[src/rtl/vga_timing_pkg.sv]
// 640x480@60 timing constants and the sync-monitor state encoding.
// Shared by the VGA timing generator and vga_sync_monitor.
package vga_timing_pkg;
  localparam int VGA_H_VISIBLE  = 640;
  localparam int VGA_H_FRONT    = 16;
  localparam int VGA_H_SYNC     = 96;
  localparam int VGA_H_BACK     = 48;
  localparam int VGA_V_VISIBLE  = 480;
  localparam int VGA_V_FRONT    = 10;
  localparam int VGA_V_SYNC     = 2;
  localparam int VGA_V_BACK     = 33;
  localparam int VGA_LOCK_LINES = 4;
  localparam int VGA_H_TOTAL    = VGA_H_VISIBLE + VGA_H_FRONT + VGA_H_SYNC + VGA_H_BACK;
  localparam int VGA_V_TOTAL    = VGA_V_VISIBLE + VGA_V_FRONT + VGA_V_SYNC + VGA_V_BACK;

  typedef enum logic [1:0] {
    SEARCH  = 2'd0,
    MEASURE = 2'd1,
    LOCKED  = 2'd2
  } sync_state_e;

  typedef struct packed {
    logic [9:0] x;
    logic [9:0] y;
    logic       active;
  } pix_pos_t;

  function automatic logic [9:0] sat_inc10(input logic [9:0] v);
    return (v == 10'h3ff) ? v : v + 10'd1;
  endfunction
endpackage

[src/rtl/sync_edge_det.sv]
// Sync history register plus active-low assertion (falling-edge) strobe, gated by en.
module sync_edge_det (
  input  logic clk,
  input  logic reset,
  input  logic en,
  input  logic din,
  output logic fall
);
  logic q;

  always_ff @(posedge clk or negedge reset) begin
    if (!reset)  q <= 1'b1;
    else if (en) q <= din;
  end

  assign fall = en & q & ~din;
endmodule

[src/rtl/vga_sync_monitor.sv]
// Receive-side VGA sync checker: recovers x/y/active from hsync/vsync and tracks lock.
// Define VGA_SYNC_MON_STATS_EN to add the err_count and lines_seen outputs.
module vga_sync_monitor
  import vga_timing_pkg::*;
#(
  parameter int H_VISIBLE  = VGA_H_VISIBLE,
  parameter int H_FRONT    = VGA_H_FRONT,
  parameter int H_SYNC     = VGA_H_SYNC,
  parameter int H_BACK     = VGA_H_BACK,
  parameter int V_VISIBLE  = VGA_V_VISIBLE,
  parameter int V_FRONT    = VGA_V_FRONT,
  parameter int V_SYNC     = VGA_V_SYNC,
  parameter int V_BACK     = VGA_V_BACK,
  parameter int LOCK_LINES = VGA_LOCK_LINES
) (
  input  logic       clk,
  input  logic       reset,
  input  logic       enable,
  input  logic       hsync,
  input  logic       vsync,
  output logic [9:0] x,
  output logic [9:0] y,
  output logic       active,
  output logic       locked,
  output logic       frame_start,
  output logic       timing_err
`ifdef VGA_SYNC_MON_STATS_EN
  ,
  output logic [7:0] err_count,
  output logic [9:0] lines_seen
`endif
);
  localparam int GLW = $clog2(LOCK_LINES + 1);
  localparam logic [9:0] H_LAST  = 10'(H_VISIBLE + H_FRONT + H_SYNC + H_BACK - 1);
  localparam logic [9:0] V_LAST  = 10'(V_VISIBLE + V_FRONT + V_SYNC + V_BACK - 1);
  localparam logic [9:0] H_FIRST = 10'(H_SYNC + H_BACK);
  localparam logic [9:0] H_END   = 10'(H_SYNC + H_BACK + H_VISIBLE - 1);
  localparam logic [9:0] V_FIRST = 10'(V_SYNC + V_BACK);
  localparam logic [9:0] V_END   = 10'(V_SYNC + V_BACK + V_VISIBLE - 1);
  localparam logic [GLW-1:0] GL_MAX = GLW'(LOCK_LINES);

  sync_state_e    state;
  logic [9:0]     hcnt, vcnt, hcnt_n, vcnt_n;
  logic [GLW-1:0] good_lines, gl_inc;
  logic           hs_edge, vs_edge, line_ok, frame_ok, lock_err, hv, vv;
  pix_pos_t       pos;

  sync_edge_det u_hs (.clk, .reset, .en(enable),  .din(hsync), .fall(hs_edge));
  // vsync only matters at line boundaries, so its history advances on hs_edge
  sync_edge_det u_vs (.clk, .reset, .en(hs_edge), .din(vsync), .fall(vs_edge));

  assign line_ok  = (hcnt == H_LAST);
  assign frame_ok = (vcnt == V_LAST);
  assign lock_err = hs_edge && (state == LOCKED) && (!line_ok || (vs_edge && !frame_ok));
  assign gl_inc   = (good_lines >= GL_MAX) ? GL_MAX : good_lines + 1'b1;
  assign hcnt_n   = hs_edge ? '0 : sat_inc10(hcnt);
  assign vcnt_n   = vs_edge ? '0 : (hs_edge ? sat_inc10(vcnt) : vcnt);
  assign hv       = (hcnt_n >= H_FIRST) && (hcnt_n <= H_END);
  assign vv       = (vcnt_n >= V_FIRST) && (vcnt_n <= V_END);

  // State only moves on hs_edge; the locking vs_edge also raises frame_start.
  always_ff @(posedge clk or negedge reset) begin
    if (!reset) begin
      state       <= SEARCH;
      good_lines  <= '0;
      locked      <= 1'b0;
      frame_start <= 1'b0;
      timing_err  <= 1'b0;
    end else begin
      frame_start <= 1'b0;
      timing_err  <= 1'b0;
      if (hs_edge) begin
        unique case (state)
          SEARCH: begin
            state      <= MEASURE;
            good_lines <= '0;
          end
          MEASURE: begin
            good_lines <= line_ok ? gl_inc : '0;
            if (vs_edge && line_ok && (gl_inc >= GL_MAX)) begin
              state       <= LOCKED;
              locked      <= 1'b1;
              frame_start <= 1'b1;
            end
          end
          LOCKED: begin
            if (lock_err) begin
              state      <= SEARCH;
              locked     <= 1'b0;
              timing_err <= 1'b1;
            end else if (vs_edge) begin
              frame_start <= 1'b1;
            end
          end
          default: begin
            state  <= SEARCH;
            locked <= 1'b0;
          end
        endcase
      end
    end
  end

  always_ff @(posedge clk or negedge reset) begin
    if (!reset) begin
      hcnt <= '0;
      vcnt <= '0;
      pos  <= '0;
    end else if (enable) begin
      hcnt       <= hcnt_n;
      vcnt       <= vcnt_n;
      pos.x      <= hv ? hcnt_n - H_FIRST : '0;
      pos.y      <= vv ? vcnt_n - V_FIRST : '0;
      // hv is 0 on every hs_edge, so the pre-edge state is safe to use here
      pos.active <= hv && vv && (state == LOCKED);
    end
  end

  assign x      = pos.x;
  assign y      = pos.y;
  assign active = pos.active;

`ifdef VGA_SYNC_MON_STATS_EN
  always_ff @(posedge clk or negedge reset) begin
    if (!reset) begin
      err_count  <= '0;
      lines_seen <= '0;
    end else begin
      if (lock_err && (err_count != 8'hff)) err_count <= err_count + 8'd1;
      if (vs_edge) lines_seen <= sat_inc10(vcnt);
    end
  end
`endif
endmodule

[config.mk]
export PLATFORM = sky130hd
export DESIGN_NAME = vga_sync_monitor
export DESIGN_NICKNAME = d
export VERILOG_FILES = /design/src/rtl/vga_timing_pkg.sv /design/src/rtl/sync_edge_det.sv /design/src/rtl/vga_sync_monitor.sv
export SDC_FILE = /design/constraint.sdc
export NUM_CORES = 1
export LEC_CHECK = 0
export ABC_AREA = 1
export BUFFER_PORTS_ARGS = -buffer_cell sky130_fd_sc_hd__buf_4
export CORE_ASPECT_RATIO = 0.75
export CORE_MARGIN = 8
export CORE_UTILIZATION = 54
export CTS_CLUSTER_DIAMETER = 200
export DETAILED_ROUTE_END_ITERATION = 8
export MAX_ROUTING_LAYER = met4
export PLACE_DENSITY = 0.85
export SYNTH_ARGS = -nofsm -noshare
export SYNTH_HDL_FRONTEND = slang
export SYNTH_SLANG_ARGS = --single-unit
export TNS_END_PERCENT = 100
[constraint.sdc]
create_clock -name clk -period 2.22 [get_ports clk]
set_input_delay 0.222 -clock clk [delete_from_list [all_inputs] [get_ports clk]]
set_output_delay 0.222 -clock clk [all_outputs]
set_load 0.005 [all_outputs]
==> flow_metrics.env, run 1 <==
export IMPL_status="finished with violations"
export IMPL_failed_checks="negative setup slack"
export IMPL_synth_top_cell_by_area="dfrtp_1"
export IMPL_wl_per_cell_um=15.9
export IMPL_worst_skew_pair_late_latency_ns=0.31
export IMPL_antenna_found_initial=0
export IMPL_place_hpwl_um=5900
export IMPL_comb_power_share_pct=53.0
export IMPL_critPathRequiredTime_ns=2.46
export IMPL_synth_area_top_cells="dfrtp_1, nand2_1, inv_1, nand3_1, ha_1"
export IMPL_num_rows=24
export IMPL_synth_top_area_share_pct=38.4
export IMPL_chipWidth_um=105
export IMPL_root_buffer="clkbuf_8"
export IMPL_internal_power_w=0.00222
export IMPL_setup_ws_ns=-0.0230
export IMPL_grt_pass1_wl_um=13500
export IMPL_grt_pass1_vias=2956
export IMPL_regToRegSetupSlack_ns=-0.02
export IMPL_min_path_cells=3
export IMPL_powerDensity_mw_per_mm2=950
export IMPL_avgSynthCellArea_um2=7.71
export IMPL_h_tree_depth=2
export IMPL_via_count=3094
export IMPL_io_pins=29
export IMPL_timing_fmax_ghz=0.446
export IMPL_gp_congestion=0.935
export IMPL_fin_total_pwr_w=0.00393
export IMPL_skew_ns=0.0102
export IMPL_hold_end="u_vs.q"
export IMPL_grt_max_degree=52
export IMPL_startpoint_type="register"
export IMPL_dieHeight_um=82.6
export IMPL_holdWs_ns=0.180
export IMPL_worstSetupEndpointType="register"
export IMPL_leakagePower_nw=2.06
export IMPL_ys_warn_count=0
export IMPL_setup_violations=4
export IMPL_p_seq_share_pct=33.9
export IMPL_numClockSinks=51
export IMPL_path_clk_slew_ns=0.09
export IMPL_r2r_end="x[4]"
export IMPL_gr_total_overflow=0
export IMPL_final_common_cell="nand2_1"
export IMPL_dpl_worst_slack_ns=-0.246
export IMPL_start_util_pct=55.4
export IMPL_ys_seq_elements=51
export IMPL_switching_power_w=0.00171
export IMPL_drt_first_iter_violations=189
export IMPL_worst_slew_pin_slew_ns=0.660
export IMPL_synthCells=414
export IMPL_synth_xor_area_share_pct=2.74
export IMPL_ant_nets=0
export IMPL_synthAdderAreaFrac_pct=4.70
export IMPL_synth_compound_area_share_pct=11.4
export IMPL_irDropWorstVdd_mv=0.407
export IMPL_layout_common_cells="nand2_1, buf_4, dfrtp_1, inv_1, nand3_1"
export IMPL_drcViolationCount=0
export IMPL_insertedDiodeCount=0
export IMPL_routed_wl_um=8940
export IMPL_synthSimpleGateAreaFrac_pct=32.5
export IMPL_regArea_mm2=0.00128
export IMPL_drt_pass1_iter_count=5
export IMPL_final_nets=503
export IMPL_coreArea_mm2=0.00577
export IMPL_worst_setup_path_type="register to register"
export IMPL_min_delay_start="vsync"
export IMPL_die_area_mm2=0.00866
export IMPL_cts_tree="yes"
export IMPL_worstReg2RegStart="hcnt[0]"
export IMPL_clk_path_buf_depth=2
export IMPL_synth_area_mm2=0.00319
export IMPL_hold_violations=0
export IMPL_cp_arrival_ns=2.48
export IMPL_num_fill_cells=412
export IMPL_ys_types=38
export IMPL_numPortBuffers=28
export IMPL_drt_vias_per_instance=5.49
export IMPL_grt_setup_unrepaired="true"
export IMPL_path_max_fanout=5
export IMPL_maxCapViolCount=0
export IMPL_synth_mux_area_share_pct=0
export IMPL_multi_input_area_mm2=0.00188
export IMPL_ys_seq_area_share_pct=40.0
export IMPL_period_share_pct=101
export IMPL_cts_buffers_inserted=5
export IMPL_drive_gt1_share_pct=35.4
export IMPL_swShare_pct=43.4
export IMPL_p_clk_share_pct=13.1
export IMPL_synth_nets=431
export IMPL_area_growth_synth_to_final_pct=29.6
export IMPL_groute_usage_overall_pct=19.7
export IMPL_synth_top_family_by_area="simple AND/OR/NAND/NOR gates"
export IMPL_max_slew_margin_pct=56.0
export IMPL_finalCriticalPeriod_ns=2.24
export IMPL_hp_class="input port to register"
export IMPL_drv_slew=0
export IMPL_reg2reg_depth=12
## sequential cells by signal (all words and copies together), names as in the netlist
name and cells:
active 1, frame_start 1, good_lines 3, hcnt 10, locked 1, state 2, timing_err 1, u_hs.q 1
u_vs.q 1, vcnt 10, x 10, y 10
## layout make-up
| class | instances | share of cell area (%) |
|---|---|---|
| inverters | 61 | 5.89 |
| flip-flops and latches | 51 | 30.9 |
| well taps | 78 | 2.36 |
| clock buffers | 7 | 1.84 |
| multi-input cells | 296 | 45.3 |
| repair buffers | 71 | 13.7 |
## power groups by stage
stage / sequential, W / clock (W) / combinational (W)
2_1_floorplan: 0.00129 / 0 / 0.00110
3_3_place_gp: 0.00132 / 0 / 0.00161
3_5_place_dp: 0.00132 / 0 / 0.00167
4_1_cts: 0.00131 / 0.000523 / 0.00176
5_1_grt: 0.00136 / 0.000563 / 0.00227
6_report: 0.00133 / 0.000516 / 0.00208
## synthesized netlist by cell type
cell type,number
xnor2_1,4
a21oi_1,10
o21ai_1,6
nor2_1,26
a32o_1,1
nand3_2,10
nor3_2,1
nand3b_1,1
nand3_1,31
nand2_1,121
clkinv_1,1
o21bai_1,1
dfrtp_1,49
nor2_4,2
buf_2,1
nor3_1,6
nand3_4,4
o221ai_1,1
buf_4,1
o211ai_1,1
inv_4,2
a31oi_1,1
nor2_2,1
a21boi_0,1
inv_1,52
o21ai_2,11
o31ai_4,1
or2_2,1
dfstp_2,2
inv_2,6
clkbuf_1,4
ha_1,12
nor3_4,1
nand2_2,5
o21ai_0,24
buf_6,1
nand4_1,5
xor2_1,6
## cells by family (layout without fill, tap and decap cells)
group,count (synthesis),after routing
compound gates,58,58
xor+xnor,10,10
fa+ha+maj,12,12
flops,51,51
simple gates,215,216
buf+inv,68,139
## critical path, stage by stage (launching register included)
cell	delay (ns)
dfrtp_1	0.43
ha_4	0.18
nand3_1	0.15
xnor2_1	0.24
o21ai_2	0.11
buf_4	0.16
inv_4	0.06
ha_2	0.17
nand3_2	0.10
o21ai_4	0.18
nand3_4	0.14
buf_6	0.16
o21ai_2	0.10
## metal layers
metal  share of wire, %  track usage, %
met1                 43            24.5
met2                 48            32.5
met3                6.9            2.95
met4                2.7            7.23
met5                  0               -
## worst max-delay path by stage
stage                      end    start  cells after the start
after CTS                 y[2]  vcnt[0]                     15
after detailed placement  x[9]  hcnt[0]                     16
after floorplan           x[9]  hcnt[0]                     16
after global routing      x[9]  hcnt[0]                     14
final                     x[4]  hcnt[0]                     12
after global placement    x[9]  hcnt[0]                     16
## stage by stage
stage / instances / utilization [%] / area [µm²] / setup TNS (ns)
floorplan: 414 / - / 3190 / 0
global placement: 535 / 62.9 / 3630 / -0.0714
detailed placement: 535 / 62.9 / 3630 / -2.99
CTS: 549 / 65.7 / 3790 / 0
global route: 564 / 71.8 / 4140 / -1.76
finish: 564 / 71.8 / 4140 / -0.0647
## what timing repair did
| action | 4_1_cts | 5_1_grt |
|---|---|---|
| pin swaps | 6 | 38 |
| endpoints found under the setup margin | 21 | 24 |
| hold buffers | 1 | 0 |
| setup buffers | 5 | 15 |
| endpoints found under the hold margin | 49 | 0 |
| gates resized for setup | 12 | 68 |
| cloned | 1 | 0 |
Note: power is estimated with default switching activity, not from simulation.
==> run 2, diff against run 1 <==
--- a/config.mk
+++ b/config.mk
@@ -12,6 +12,7 @@
 export CORE_UTILIZATION = 54
 export CTS_CLUSTER_DIAMETER = 200
 export DETAILED_ROUTE_END_ITERATION = 8
+export GPL_TIMING_DRIVEN = 0
 export MAX_ROUTING_LAYER = met4
 export PLACE_DENSITY = 0.85
 export SYNTH_ARGS = -nofsm -noshare
==> flow_metrics.env, run 2 (synthesis gave the netlist of run 1 again) <==
export IMPL_start_util_pct=55.4
export IMPL_area_growth_synth_to_final_pct=30.8
export IMPL_coreArea_mm2=0.00577
export IMPL_p_clk_share_pct=15.1
export IMPL_hp_class="input port to register"
export IMPL_critPathRequiredTime_ns=2.42
export IMPL_failed_checks="negative setup slack"
export IMPL_final_nets=494
export IMPL_routed_wl_um=9400
export IMPL_chipWidth_um=105
export IMPL_path_max_fanout=6
export IMPL_gr_total_overflow=0
export IMPL_worstSetupEndpointType="register"
export IMPL_p_seq_share_pct=33.8
export IMPL_grt_pass1_wl_um=13400
export IMPL_irDropWorstVdd_mv=0.390
export IMPL_timing_fmax_ghz=0.446
export IMPL_grt_setup_unrepaired="true"
export IMPL_drt_first_iter_violations=384
export IMPL_finalCriticalPeriod_ns=2.24
export IMPL_numPortBuffers=27
export IMPL_max_slew_margin_pct=58.1
export IMPL_switching_power_w=0.00178
export IMPL_powerDensity_mw_per_mm2=958
export IMPL_drive_gt1_share_pct=34.9
export IMPL_die_area_mm2=0.00866
export IMPL_cp_arrival_ns=2.45
export IMPL_swShare_pct=44.5
export IMPL_internal_power_w=0.00222
export IMPL_cts_buffers_inserted=5
export IMPL_ant_nets=0
export IMPL_layout_common_cells="nand2_1, buf_4, dfrtp_1, inv_1, nand3_1"
export IMPL_status="finished with violations"
export IMPL_setup_violations=6
export IMPL_startpoint_type="register"
export IMPL_dp_cells=519
export IMPL_worst_setup_path_type="register to register"
export IMPL_drt_pass1_iter_count=6
export IMPL_clk_path_buf_depth=2
export IMPL_gp_congestion=0.902
export IMPL_setup_ws_ns=-0.0209
export IMPL_worst_skew_pair_late_latency_ns=0.31
export IMPL_io_pins=29
export IMPL_final_common_cell="nand2_1"
export IMPL_final_cells=556
export IMPL_drcViolationCount=0
export IMPL_drt_vias_per_instance=5.81
export IMPL_numClockSinks=51
export IMPL_h_tree_depth=2
export IMPL_via_count=3232
export IMPL_leakagePower_nw=2.03
export IMPL_maxCapViolCount=0
export IMPL_antenna_found_initial=0
export IMPL_hold_violations=0
export IMPL_root_buffer="clkbuf_8"
export IMPL_comb_power_share_pct=51.1
export IMPL_drv_slew=0
export IMPL_path_clk_slew_ns=0.09
export IMPL_num_rows=24
export IMPL_insertedDiodeCount=0
export IMPL_groute_usage_overall_pct=19.7
export IMPL_worst_slew_pin_slew_ns=0.629
export IMPL_cts_tree="yes"
export IMPL_dieHeight_um=82.6
export IMPL_period_share_pct=101
export IMPL_grt_max_degree=52
export IMPL_holdWs_ns=0.170
export IMPL_wl_per_cell_um=16.9
export IMPL_grt_pass1_vias=2772
export IMPL_skew_ns=0.00352
export IMPL_place_hpwl_um=5450
-- run 2: worst max-delay path, cell delays in order, from the launching register on --
cell and delay [ns]:
dfrtp_1 0.45, ha_4 0.18, inv_2 0.06, nor2_4 0.04, nand3_4 0.12, buf_4 0.16, nand3_1 0.08, nand2_1 0.12
inv_1 0.07, nor2_1 0.31, nor2_4 0.06, nand3_2 0.10, nand3_4 0.13, nand3_4 0.17, o21ai_2 0.08
-- run 2: path summary, 6_finish.rpt --
path,start,to,slack [ns],cells past startpoint
max,vcnt[0],y[1],-0.02,14
max in group asynchronous,reset,hcnt[4],1.30,2
max reg2reg,vcnt[0],y[1],-0.02,14
min,vsync,u_vs.q,0.17,3
min reg2reg,x[8],x[8],0.49,2
min in group asynchronous,reset,vcnt[6],0.46,2
-- run 2: area by class of cell --
class / count / area [µm²]
Multi-Input combinational cell: 296 / 1960
Timing Repair Buffer: 55 / 438
Clock buffer: 7 / 96.3
Clock inverter: 1 / 7.51
Fill cell: 405 / 1590
Tap cell: 78 / 97.6
Buffer: 7 / 48.8
Inverter: 61 / 246
Sequential cell: 51 / 1280
-- run 2: repair_timing --
action / 4_1_cts / 5_1_grt
gates resized for setup: 35 / 57
endpoints found under the hold margin: 49 / 0
hold buffers: 1 / 0
setup buffers: 17 / 10
setup endpoints to repair: 21 / 23
pin swaps: 14 / 33
cloned: 1 / 0
-- run 2: through the flow --
stage	setup slack (ns)	setup TNS (ns)	total power [W]	instance area [µm²]	util (%)
after CTS	0.00380	0	0.00362	3880	67.3
after detailed placement	-0.392	-6.74	0.00281	3490	60.6
final	-0.0209	-0.0585	0.00400	4180	72.5
after floorplan	0.0190	0	0.00239	3190	-
after global placement	-0.315	-5.45	0.00277	3490	60.6
after global routing	-0.133	-1.52	0.00424	4180	72.5
-- run 2: power groups by stage --
stage          Sequential (W)  Clock, W  Combinational, W
2_1_floorplan         0.00129         0           0.00110
3_3_place_gp          0.00133         0           0.00144
6_report              0.00135  0.000604           0.00205
3_5_place_dp          0.00133         0           0.00148
5_1_grt               0.00138  0.000651           0.00221
4_1_cts               0.00132  0.000602           0.00170
-- run 2: layer usage --
layer	global-route usage [%]	part of all wire, %	vias to the layer above
met3	4.19	9.6	41
li1	-	-	1452
met5	-	0	-
met4	5.25	3.0	0
met2	30.5	45	209
met1	25.9	42	1530
